File: src/rtl/neo_frame_ctrl.sv
// APB3-programmed frame sequencer for a NeoPixel LED chain: shadow pixel RAM, SEND/LATCH FSM.
// Optional periodic re-send of the frame is enabled by defining NEO_AUTO_REFRESH_EN.
module neo_frame_ctrl #(
    parameter int NUM_PIX        = 30,
    parameter int LATCH_CYCLES   = 900000,
    parameter int REFRESH_CYCLES = 5000000
) (
    input  logic        PCLK,
    input  logic        PRESERN,
    input  logic        PSEL,
    input  logic        PENABLE,
    input  logic        PWRITE,
    input  logic [31:0] PADDR,
    input  logic [31:0] PWDATA,
    output logic [31:0] PRDATA,
    output logic        PREADY,
    output logic        PSLVERR,
    output logic        pix_valid,
    input  logic        pix_ready,
    output logic [4:0]  pix_index,
    output logic [23:0] pix_data,
    output logic        pix_last,
    output logic        pix_latch,
    output logic        busy,
    output logic        irq_done
);
    localparam int          LCW       = $clog2(LATCH_CYCLES + 1);
    localparam logic [11:0] ADDR_PIX  = 12'h010;
    localparam logic [11:0] ADDR_CTRL = 12'h014;
    localparam logic [4:0]  LAST_IDX  = 5'(NUM_PIX - 1);
    localparam logic [5:0]  NPIX6     = 6'(NUM_PIX);
    localparam logic [LCW-1:0] LATCH_END = LCW'(LATCH_CYCLES - 1);

    typedef enum logic [1:0] {IDLE, SEND, LATCH} state_t;

    state_t           state_q, state_d;
    logic [4:0]       k_q, k_d;
    logic [LCW-1:0]   lcnt_q, lcnt_d;
    logic             pend_q, pend_d;
    logic             done_q, done_d;
    logic             err_q, err_d;
    logic             irq_q, irq_d;
    logic [23:0]      shadow_q [NUM_PIX];
    logic             start;
    logic             refresh;

    logic apb_wr, pix_wr, ctrl_wr, commit_wr, pix_idx_ok;
    assign apb_wr     = PSEL && PENABLE && PWRITE;
    assign pix_wr     = apb_wr && (PADDR[11:0] == ADDR_PIX);
    assign ctrl_wr    = apb_wr && (PADDR[11:0] == ADDR_CTRL);
    assign commit_wr  = ctrl_wr && PWDATA[0];
    assign pix_idx_ok = {1'b0, PWDATA[28:24]} < NPIX6;

    logic unused_ok;
    assign unused_ok = ^{PADDR[31:12], PWDATA[31:29]};

`ifdef NEO_AUTO_REFRESH_EN
    localparam int RCW = $clog2(REFRESH_CYCLES + 1);
    localparam logic [RCW-1:0] REFRESH_END = RCW'(REFRESH_CYCLES - 1);
    logic [RCW-1:0] rtmr_q, rtmr_d;

    // Timer only runs while idle and restarts from zero whenever a frame begins.
    assign refresh = (state_q == IDLE) && (rtmr_q == REFRESH_END);
    assign rtmr_d  = ((state_q == IDLE) && !start) ? rtmr_q + 1'b1 : '0;

    always_ff @(posedge PCLK or negedge PRESERN) begin
        if (!PRESERN) rtmr_q <= '0;
        else          rtmr_q <= rtmr_d;
    end
`else
    logic unused_refresh;
    assign refresh        = 1'b0;
    assign unused_refresh = (REFRESH_CYCLES != 0);
`endif

    always_comb begin
        state_d = state_q;
        k_d     = k_q;
        lcnt_d  = lcnt_q;
        pend_d  = pend_q;
        done_d  = done_q;
        err_d   = err_q;
        irq_d   = 1'b0;
        start   = 1'b0;
        if (ctrl_wr && PWDATA[1]) begin
            done_d = 1'b0;
            err_d  = 1'b0;
        end
        if (pix_wr && !pix_idx_ok) err_d = 1'b1;
        unique case (state_q)
            IDLE: begin
                if (commit_wr || pend_q || refresh) begin
                    start   = 1'b1;
                    state_d = SEND;
                    k_d     = '0;
                    pend_d  = 1'b0;
                end
            end
            SEND: begin
                if (commit_wr) pend_d = 1'b1;
                if (pix_ready) begin
                    if (k_q == LAST_IDX) begin
                        state_d = LATCH;
                        k_d     = '0;
                        lcnt_d  = '0;
                    end else begin
                        k_d = k_q + 5'd1;
                    end
                end
            end
            LATCH: begin
                if (commit_wr) pend_d = 1'b1;
                if (lcnt_q == LATCH_END) begin
                    state_d = IDLE;
                    done_d  = 1'b1;
                    irq_d   = 1'b1;
                end else begin
                    lcnt_d = lcnt_q + 1'b1;
                end
            end
            default: state_d = IDLE;
        endcase
    end

    always_ff @(posedge PCLK or negedge PRESERN) begin
        if (!PRESERN) begin
            state_q <= IDLE;
            k_q     <= '0;
            lcnt_q  <= '0;
            pend_q  <= 1'b0;
            done_q  <= 1'b0;
            err_q   <= 1'b0;
            irq_q   <= 1'b0;
        end else begin
            state_q <= state_d;
            k_q     <= k_d;
            lcnt_q  <= lcnt_d;
            pend_q  <= pend_d;
            done_q  <= done_d;
            err_q   <= err_d;
            irq_q   <= irq_d;
        end
    end

    // Shadow RAM: the driver reads the pre-edge value, so a same-cycle write is seen next cycle.
    always_ff @(posedge PCLK or negedge PRESERN) begin
        if (!PRESERN) begin
            for (int i = 0; i < NUM_PIX; i++) shadow_q[i] <= '0;
        end else if (pix_wr && pix_idx_ok) begin
            shadow_q[PWDATA[28:24]] <= PWDATA[23:0];
        end
    end

    assign busy      = (state_q != IDLE);
    assign pix_valid = (state_q == SEND);
    assign pix_index = pix_valid ? k_q : '0;
    assign pix_data  = pix_valid ? shadow_q[k_q] : '0;
    assign pix_last  = pix_valid && (k_q == LAST_IDX);
    assign pix_latch = (state_q == LATCH);
    assign irq_done  = irq_q;
    assign PREADY    = 1'b1;
    assign PSLVERR   = 1'b0;

    always_comb begin
        PRDATA = '0;
        if (PSEL && !PWRITE && (PADDR[11:0] == ADDR_CTRL))
            PRDATA = {28'b0, err_q, done_q, pend_q, busy};
    end
endmodule

File: config.mk
export PLATFORM = sky130hd
export DESIGN_NAME = neo_frame_ctrl
export DESIGN_NICKNAME = d
export VERILOG_FILES = /design/src/rtl/neo_frame_ctrl.sv
export SDC_FILE = /design/constraint.sdc
export NUM_CORES = 1
export LEC_CHECK = 0
export BUFFER_PORTS_ARGS = -buffer_cell sky130_fd_sc_hd__buf_4
export CORE_MARGIN = 4
export CORE_UTILIZATION = 45
export DETAILED_ROUTE_END_ITERATION = 8
export PLACE_DENSITY = 0.65
export SLEW_MARGIN = 20
export SYNTH_ARGS = -nofsm -noshare
export SYNTH_HDL_FRONTEND = slang
export SYNTH_SLANG_ARGS = --single-unit
export TNS_END_PERCENT = 50
File: constraint.sdc
create_clock -name PCLK -period 7.8 [get_ports PCLK]
set_input_delay 0.39 -clock PCLK [delete_from_list [all_inputs] [get_ports PCLK]]
set_output_delay 0.39 -clock PCLK [all_outputs]
set_load 0.01 [all_outputs]
# [Word-level counts from Yosys, hierarchy flattened]
# Cells that the tools add are included.
[classes] add_sub_neg=2 n_lt_le_gt_ge=4 n_eq_ne=12 n_mux=32 bitwise_logic=2 n_reduce_logical=26
[op_table] operator="$bwmux 720" n=1
[op_table] operator="$bmux 24 s5" n=1
[op_table] operator="$demux 24 s5" n=1
[op_table] operator="$mux 24" n=4
[op_table] operator="$mux 20" n=3
[op_table] operator="$pmux 20 s2" n=1
[op_table] operator="$eq 12x5->1 const B" n=2
[op_table] operator="$add 20x1->20 const B" n=1
[op_table] operator="$eq 20x20->1 const B" n=1
[op_table] operator="$mux 5" n=4
[op_table] operator="$ge 6x6->1 const B" n=2
[op_table] operator="$logic_and 1x1->1" n=12
[op_table] operator="$not 5->6" n=2
[op_table] operator="$pmux 5 s2" n=1
[op_table] operator="$reduce_bool 2->1" n=5
[op_table] operator="$mux 1" n=9
[op_table] operator="$mux 2" n=4
[op_table] operator="$ne 2x1->1 const B" n=4
[op_table] operator="$reduce_and 4->1" n=2
[op_table] operator="$lt 6x1->1 const B" n=1
[op_table] operator="$pmux 2 s3" n=1
[op_table] operator="$reduce_and 3->1" n=2
[op_table] operator="$add 5x1->5 const B" n=1
[op_table] operator="$eq 5x5->1 const B" n=1
[op_table] operator="10 further kinds" n=12
[word_totals] ff_bits=751 in_bits=70 output_inout_bits=68 wordCells=115

# [Logic depth before layout (Yosys ltp)]
# Gate-level depths: netlist (run 1).
[logic_depth] depth_word=7 mapped_depth=11 ltp_nobuf=7

# [Worst setup path before layout (run 1)]
# OpenSTA, ideal clock, no wires.
[synth_path] path_type="register -> output" startpoint="reg k_q[0]" endpoint="out pix_data[12]" arrival_ns=2.673 setup_slack_ns=4.737 path_stages_with_launch=8 n_path_buf=3 path_cell_list="dfrtp_1 > clkbuf_1 > clkbuf_1 > buf_1 > mux4_2 > mux2i_1 > o22ai_1 > a221o_1"
[synth_between] elab_chain_cells=5
[synth_lines] item="start, declared" line="37" text="logic [4:0] k_q, k_d;"
[synth_lines] item="start signal, assigned" line="136" text="k_q <= k_d;"
[synth_lines] item="$not 5->6 (implied by the code)" line="157" text="assign pix_data = pix_valid ? shadow_q[k_q] : '0;"
[synth_lines] item="$bmux 24 s5" line="157"
[synth_lines] item="$mux 24 (implied by the code) (2 in series)" line="157"
[synth_lines] item="$mux 24" line="157"
[synth_lines] item="end, declared" line="21" text="output logic [23:0] pix_data,"
# Every way passes these cells. The select of a mux whose other input is x is not followed.

# [Final worst setup path (run 1)]
[layout_path] startpoint="reg k_q[2]" endpoint="out pix_data[3]"
# The elaborated chain is that of the path after synthesis.

==> impl_metrics.py, run 1 <==
metrics = {
    "finish": {
        "layout-drive-gt1-share_pct": 50.7,
        "area_growth_pct": 11.6,
        "fin_nets": 2394,
        "post-route-cell-area_sq_um": 39200,
    },
    "sta": {
        "worst_slack_ps": 3360,
        "slew_headroom_pct": 24.3,
        "skew_ps": 6.28,
        "hold_viol_final": 0,
        "finalSetupTns_ps": 0,
        "fin_crit_ps": 4440,
        "min_period_over_period_pct": 56.9,
        "rsz0062_at_grt": "no",
        "worstMarginPinSlew_ps": 1140,
        "holdWs_ps": 49.7,
        "setup_violations": 0,
        "clock.fmax_ghz": 0.225,
        "maxSlewViolCount": 0,
    },
    "clock_tree": {
        "cts_made_buffers": 79,
        "tritoncts": "built",
        "path_clk_slew_ps": 60,
        "cts_setup_buffers": 0,
        "cts_sinks": 751,
        "clock_latency_ps": 600,
        "htree_levels": 3,
        "cts_buffer_depth": 3,
        "root_buffer": "clkbuf_16",
    },
    "setup_path": {
        "crit_required_ps": 7410,
        "cp.arrival_ps": 4050,
        "r2r_cells": 9,
        "start_kind": "flop",
        "critical_path_class": "reg2out",
        "end_kind": "output port",
        "worstPathMaxFanout": 39,
    },
    "place": {
        "placed_cell_area_sq_um": 36600,
        "place_hpwl_um": 49200,
        "place_ws_ps": 3770,
        "gp_congestion": 0.800,
        "io_buffers": 84,
    },
    "die": {
        "initial_utilization_pct": 45.4,
        "io_pins": 138,
        "die_h_um": 287,
        "coreArea_sq_um": 77500,
        "die_area_sq_um": 82600,
        "die_x_um": 287,
        "rows": 102,
    },
    "routing": {
        "drc": 0,
        "wl_per_cell_um": 25.0,
        "final_antenna_net_count": 0,
        "wl_um": 85400,
        "vias": 20100,
        "vias_per_cell": 5.89,
        "drt_first_pass_iters": 5,
        "drt-initial-drc-count": 1169,
    },
    "min_path": {
        "hold_class": "in2reg",
        "min_path_cells": 2,
    },
    "logic_synthesis": {
        "synth-edff-count": 0,
        "synth_seq_cells": 751,
        "yosys_warnings": 0,
        "synthesis.area_sq_um": 35100,
        "synthFlopType": "dfrtp_1",
        "synthArstFlopShare_pct": 100,
        "synth.avg_cell_area_sq_um": 15.1,
        "netlist_instances": 2325,
        "synth-seq-area-share_pct": 53.5,
        "synth_cell_type_count": 56,
    },
    "pwr": {
        "ir_drop_v": 0.000119,
        "p_per_area_nw_per_um2": 199,
        "p_leak_nw": 18.3,
    },
    "job": {
        "cap_violations": 0,
    },
    "run_status": {
        "status": "complete, no violations",
    },
    "grt": {
        "grt_pass1_wl_um": 132000,
        "grt_pass1_vias": 21600,
        "grt_max_degree": 142,
        "grt_remaining_overflow": 0,
        "antenna_found_initial": 8,
        "gr-usage-all-layers_pct": 20.8,
    },
}
-- path summary, 6_finish.rpt --
| kind | from | endpoint | slack [ps] |
|---|---|---|---|
| worst max-delay path | k_q[2] | pix_data[3] | 3360 |
| worst min-delay path | PADDR[2] | err_q | 50 |
| worst max register to register | k_q[1] | lcnt_q[18] | 4750 |
| worst min register to register | shadow_q[669] | shadow_q[669] | 500 |
| max in group asynchronous | PRESERN | shadow_q[712] | 5260 |
| min in group asynchronous | PRESERN | lcnt_q[19] | 410 |
-- repair_timing --
item                      4_1_cts  5_1_grt
resized for setup               0        0
hold endpoints to repair      107        0
hold buffers                    1        0
-- cell usage after synthesis, drive strengths merged, types with 2 or more instances --
master  number  area share [%]
nor4        12            0.34
a221o       28            0.80
a21oi       15            0.21
clkbuf     153             1.6
mux2       747              24
and3         6            0.11
ha           6            0.21
conb         2           0.021
or4         10            0.22
o31ai        3           0.064
nand2       17            0.18
nand2b       5           0.089
and2         9            0.16
dfrtp      751              53
nor2        18            0.19
a31oi        5           0.089
nand3b       6            0.13
and4         2           0.050
buf        100             1.6
o21ai       15            0.21
nor3        19            0.56
mux4       168              11
or3          4           0.085
or4b         2           0.068
o22ai       48            0.85
mux2i       78             2.2
nor4b        2           0.093
nand3       21            0.30
nor2b        2           0.036
nand4       16            0.28
or3b         2           0.050
inv         42            0.45
-- placed cells by master (no fill, tap or decap), types with 7 or more instances in the layout --
master | Yosys | final
a221o_1 | 28 | 28
mux4_2 | 168 | 168
nand3_1 | 21 | 21
inv_1 | 41 | 41
and2_1 | 9 | 9
nand2_1 | 17 | 17
clkbuf_16 | 0 | 83
o22ai_1 | 48 | 48
clkbuf_1 | 153 | 21
buf_4 | 34 | 128
a21oi_1 | 15 | 15
mux2_4 | 20 | 20
nor2_1 | 18 | 17
mux2_2 | 727 | 727
nor4_4 | 0 | 7
nor3_4 | 5 | 14
conb_1 | 2 | 30
nand4_1 | 16 | 16
o21ai_0 | 14 | 14
dfrtp_1 | 751 | 748
clkbuf_8 | 0 | 20
clkinv_2 | 0 | 7
or4_1 | 9 | 9
mux2i_1 | 78 | 78
-- cell families (layout without fill, tap and decap cells) --
family	count (synthesis)	in the layout	synth area share (%)
multiplexers	993	993	37.1
flip-flops	751	751	53.5
buffers and inverters	295	318	3.71
AND/OR/NAND/NOR	155	155	2.98
AO/OA/AOI/OAI	123	123	2.45
adder cells (fa/ha/maj)	6	6	0.214
other	2	34	0.0214
-- flip-flops by register name, summed over array words and instances (netlist names) --
register	count
shadow_q	720
done_q	1
irq_done	1
k_q	5
err_q	1
pend_q	1
lcnt_q	20
state_q	2
-- per-stage QoR --
step	cells	power [mW]	util (%)
2_1_floorplan	2353	4.04	-
3_3_place_gp	3276	4.14	47.3
3_5_place_dp	3276	4.15	47.3
4_1_cts	3416	7.91	50.6
5_1_grt	3418	8.09	50.6
6_report	3420	7.81	50.6
-- worst max-delay path, cell delays in order (launching register included) --
cell and delay (ps):
dfrtp_4 860, buf_4 580, buf_4 710, mux4_2 410
mux2_2 300, a221o_1 330, buf_4 160
-- layer usage --
| metal | GRT usage [%] | share of wire, % | vias to the layer above | wire length (um) |
|---|---|---|---|---|
| li1 | - | - | 8544 | - |
| met1 | 28.5 | 43 | 11000 | 37100 |
| met2 | 33.8 | 48 | 493 | 41300 |
| met3 | 3.73 | 5.3 | 141 | 4520 |
| met4 | 7.13 | 2.9 | 6 | 2520 |
| met5 | 0 | 0.056 | - | 48 |
-- area by class of cell --
| type | count | area [sq um] |
|---|---|---|
| Fill cell | 6349 | 38200 |
| Clock buffer | 124 | 2430 |
| Tap cell | 1040 | 1300 |
| Antenna cell | 4 | 10.0 |
| Clock inverter | 15 | 145 |
| Inverter | 42 | 158 |
| Timing Repair Buffer | 137 | 1110 |
| Multi-Input combinational cell | 1307 | 15300 |
| Sequential cell | 751 | 18800 |
-- power by group --
part	internal [mW]	switching (mW)
registers	3.90	0.000210
logic	0.0266	0.157
clock network	2.20	1.53
total	6.13	1.68
(Power assumes the default switching activity.)
==> run 2, diff against run 1 <==
--- a/config.mk
+++ b/config.mk
@@ -5,6 +5,7 @@
 export SDC_FILE = /design/constraint.sdc
 export NUM_CORES = 1
 export LEC_CHECK = 0
+export ABC_AREA = 1
 export BUFFER_PORTS_ARGS = -buffer_cell sky130_fd_sc_hd__buf_4
 export CORE_MARGIN = 4
 export CORE_UTILIZATION = 45
==> constraint.sdc (replaced) <==
create_clock -name PCLK -period 4.6 [get_ports PCLK]
set_input_delay 0.23 -clock PCLK [delete_from_list [all_inputs] [get_ports PCLK]]
set_output_delay 0.23 -clock PCLK [all_outputs]
set_load 0.01 [all_outputs]
==> run 2 against run 1 <==
Net effect: non-clock buffer count is 2 higher; critical path depth increased by 2; combinational power increased to 16 times the previous value; sequential share of layout area about the same; critical path type unchanged; critical endpoint is now pix_data[1]; largest cell class unchanged; highest routed layer is now met4.
==> impl_metrics.py, run 2 <==
metrics = {
    "sta": {
        "min_period_over_period_pct": 85.6,
        "worst_slack_ps": 662,
        "clock.fmax_ghz": 0.254,
        "maxSlewViolCount": 0,
        "finalSetupTns_ps": 0,
        "fin_crit_ps": 3940,
        "rsz0062_at_grt": "no",
        "worstMarginPinSlew_ps": 1110,
        "skew_ps": 4.09,
        "hold_viol_final": 0,
        "slew_headroom_pct": 25.7,
        "setup_violations": 0,
    },
    "place": {
        "place_ws_ps": 1290,
        "placed_cells": 5299,
        "placed_cell_area_sq_um": 36200,
        "gp_congestion": 0.808,
        "place_hpwl_um": 56600,
        "io_buffers": 84,
    },
    "setup_path": {
        "start_kind": "flop",
        "timing.rr.end": "lcnt_q[14]",
        "crit_slowest_cell": "dfrtp_2",
        "worstPathMaxFanout": 31,
        "crit_required_ps": 4370,
        "end_kind": "output port",
        "crit_chain": "clkinv_2, buf_4, nand3_1, nand3_1, nand2_1, nand2_1, nand2_1, buf_4",
        "r2r_cells": 9,
        "r2r-start": "k_q[2]",
        "cp.arrival_ps": 3710,
        "cp_common_cell": "nand2_1",
        "critical_path_class": "reg2out",
        "r2r_slack_ps": 1740,
        "crit_path_max_incr_delay_ps": 870,
    },
    "clock_tree": {
        "cts_made_buffers": 84,
        "tritoncts": "built",
        "htree_levels": 3,
        "cts_buffer_depth": 3,
        "clock_latency_ps": 630,
        "cts_sinks": 751,
        "path_clk_slew_ps": 50,
        "root_buffer": "clkbuf_16",
        "cts_resized": 0,
    },
    "die": {
        "die_area_sq_um": 83900,
        "die_h_um": 290,
        "die_x_um": 290,
        "rows": 103,
        "initial_utilization_pct": 45.3,
        "coreArea_sq_um": 78900,
        "io_pins": 138,
    },
    "routing": {
        "final_antenna_net_count": 0,
        "wl_per_cell_um": 19.3,
        "drt-initial-drc-count": 3335,
        "wl_um": 105000,
        "vias": 29700,
        "vias_per_cell": 5.44,
        "drc": 0,
        "drt_first_pass_iters": 6,
    },
    "pwr": {
        "ir_drop_v": 0.000337,
        "p_per_area_nw_per_um2": 425,
        "p_leak_nw": 18.3,
    },
    "logic_synthesis": {
        "synth_top_area_share_pct": 52.6,
        "synthArstFlopShare_pct": 100,
        "synth_cell_type_count": 32,
        "synth_most_common_cell": "nand2_1",
        "synth-edff-count": 0,
        "ys_top_cells_by_count": "nand2_1 (1203), o21ai_0 (785), dfrtp_1 (751), nor2_1 (677), o21ai_1 (251)",
        "synth_seq_cells": 751,
        "yosys_warnings": 0,
        "synthFlopType": "dfrtp_1",
        "netlist_instances": 4491,
        "synth_area_leaders": "dfrtp_1 (53%), nand2_1 (13%), o21ai_0 (11%)",
        "yosysTopAreaCell": "dfrtp_1",
        "synthesis.area_sq_um": 35700,
        "synth.avg_cell_area_sq_um": 7.95,
        "synth-seq-area-share_pct": 52.6,
    },
    "job": {
        "cap_violations": 0,
    },
    "min_path": {
        "hold_class": "in2reg",
        "hold_end": "pend_q",
        "min_path_cells": 5,
        "hp-start": "PWDATA[0]",
    },
    "finish": {
        "layoutNonFillerInstCount": 5460,
        "final_common_cell": "nand2_1",
        "regMostFlops": "shadow_q",
        "fin_nets": 4416,
        "largestRegisters": "shadow_q x720, lcnt_q x20, k_q x5",
        "layout-drive-gt1-share_pct": 8.55,
        "area_growth_pct": 9.80,
        "post-route-cell-area_sq_um": 39200,
        "largest_reg_flops": 720,
        "layout_common_cells": "nand2_1 (1193), o21ai_0 (785), dfrtp_1 (748)",
    },
    "grt": {
        "grt_pass1_vias": 27800,
        "grt_remaining_overflow": 0,
        "grt_max_degree": 182,
        "gr-usage-all-layers_pct": 25.1,
        "antenna_found_initial": 0,
        "grt_pass1_wl_um": 164000,
    },
    "run_status": {
        "status": "complete, no violations",
    },
}
-- run 2: through the flow --
step	hold WS [ps]	util (%)	power (mW)
floorplan	-65.6	-	8.83
global placement	367	45.9	9.75
detailed placement	368	45.9	9.75
CTS	32.4	49.6	16.8
global route	79.3	49.7	17.4
finish	52.7	49.7	16.6
-- run 2: worst max-delay path by stage --
stage	start	endpoint	slack, ps
2_1_floorplan	k_q[1]	lcnt_q[14]	2550
6_report	k_q[2]	pix_data[1]	660
3_3_place_gp	k_q[2]	pix_data[1]	1360
3_5_place_dp	PADDR[3]	shadow_q[605]	1290
5_1_grt	k_q[2]	pix_data[1]	580
4_1_cts	k_q[2]	pix_data[1]	660
-- run 2: timing repair --
item	4_1_cts	5_1_grt
hold buffers	1	0
endpoints found under the hold margin	94	0
setup endpoints to repair	0	0
buffers inserted	0	0
-- run 2: critical path: cells and delay by family (launching register included) --
family,cells,cell delay [ps]
buf+inv,3,1390
flops,1,870
simple gates,5,790
-- run 2: logic make-up (layout without fill, tap and decap cells) --
group	after synthesis	in the layout	synth area share (%)
xor+xnor	13	13	0.319
fa+ha+maj	6	6	0.210
buf+inv	487	377	6.98
compound gates	1108	1108	16.0
simple gates	2124	2124	23.8
flops	751	751	52.6
other cells	2	31	0.0210
-- run 2: power by group --
group	internal (mW)	switching (mW)	total (mW)
Combinational	0.797	2.16	2.95
Clock	4.17	2.84	7.01
Sequential	6.63	0.0513	6.68
-- run 2: metal layers --
layer | GRT usage, % | routed length, um | vias to the layer above
li1 | - | - | 14200
met1 | 37.4 | 48700 | 14300
met2 | 37.5 | 45200 | 1005
met3 | 4.40 | 8330 | 173
met4 | 7.77 | 3070 | 0
met5 | 0 | 0 | -
-- run 2: area by class of cell --
class	count	area [sq um]
Fill cell	7705	39700
Sequential cell	751	18800
Multi-Input combinational cell	3281	14600
Clock buffer	120	2480
Tap cell	1050	1310
Timing Repair Buffer	139	1270
Clock inverter	35	435
Inverter	83	325
Antenna cell	1	2.50
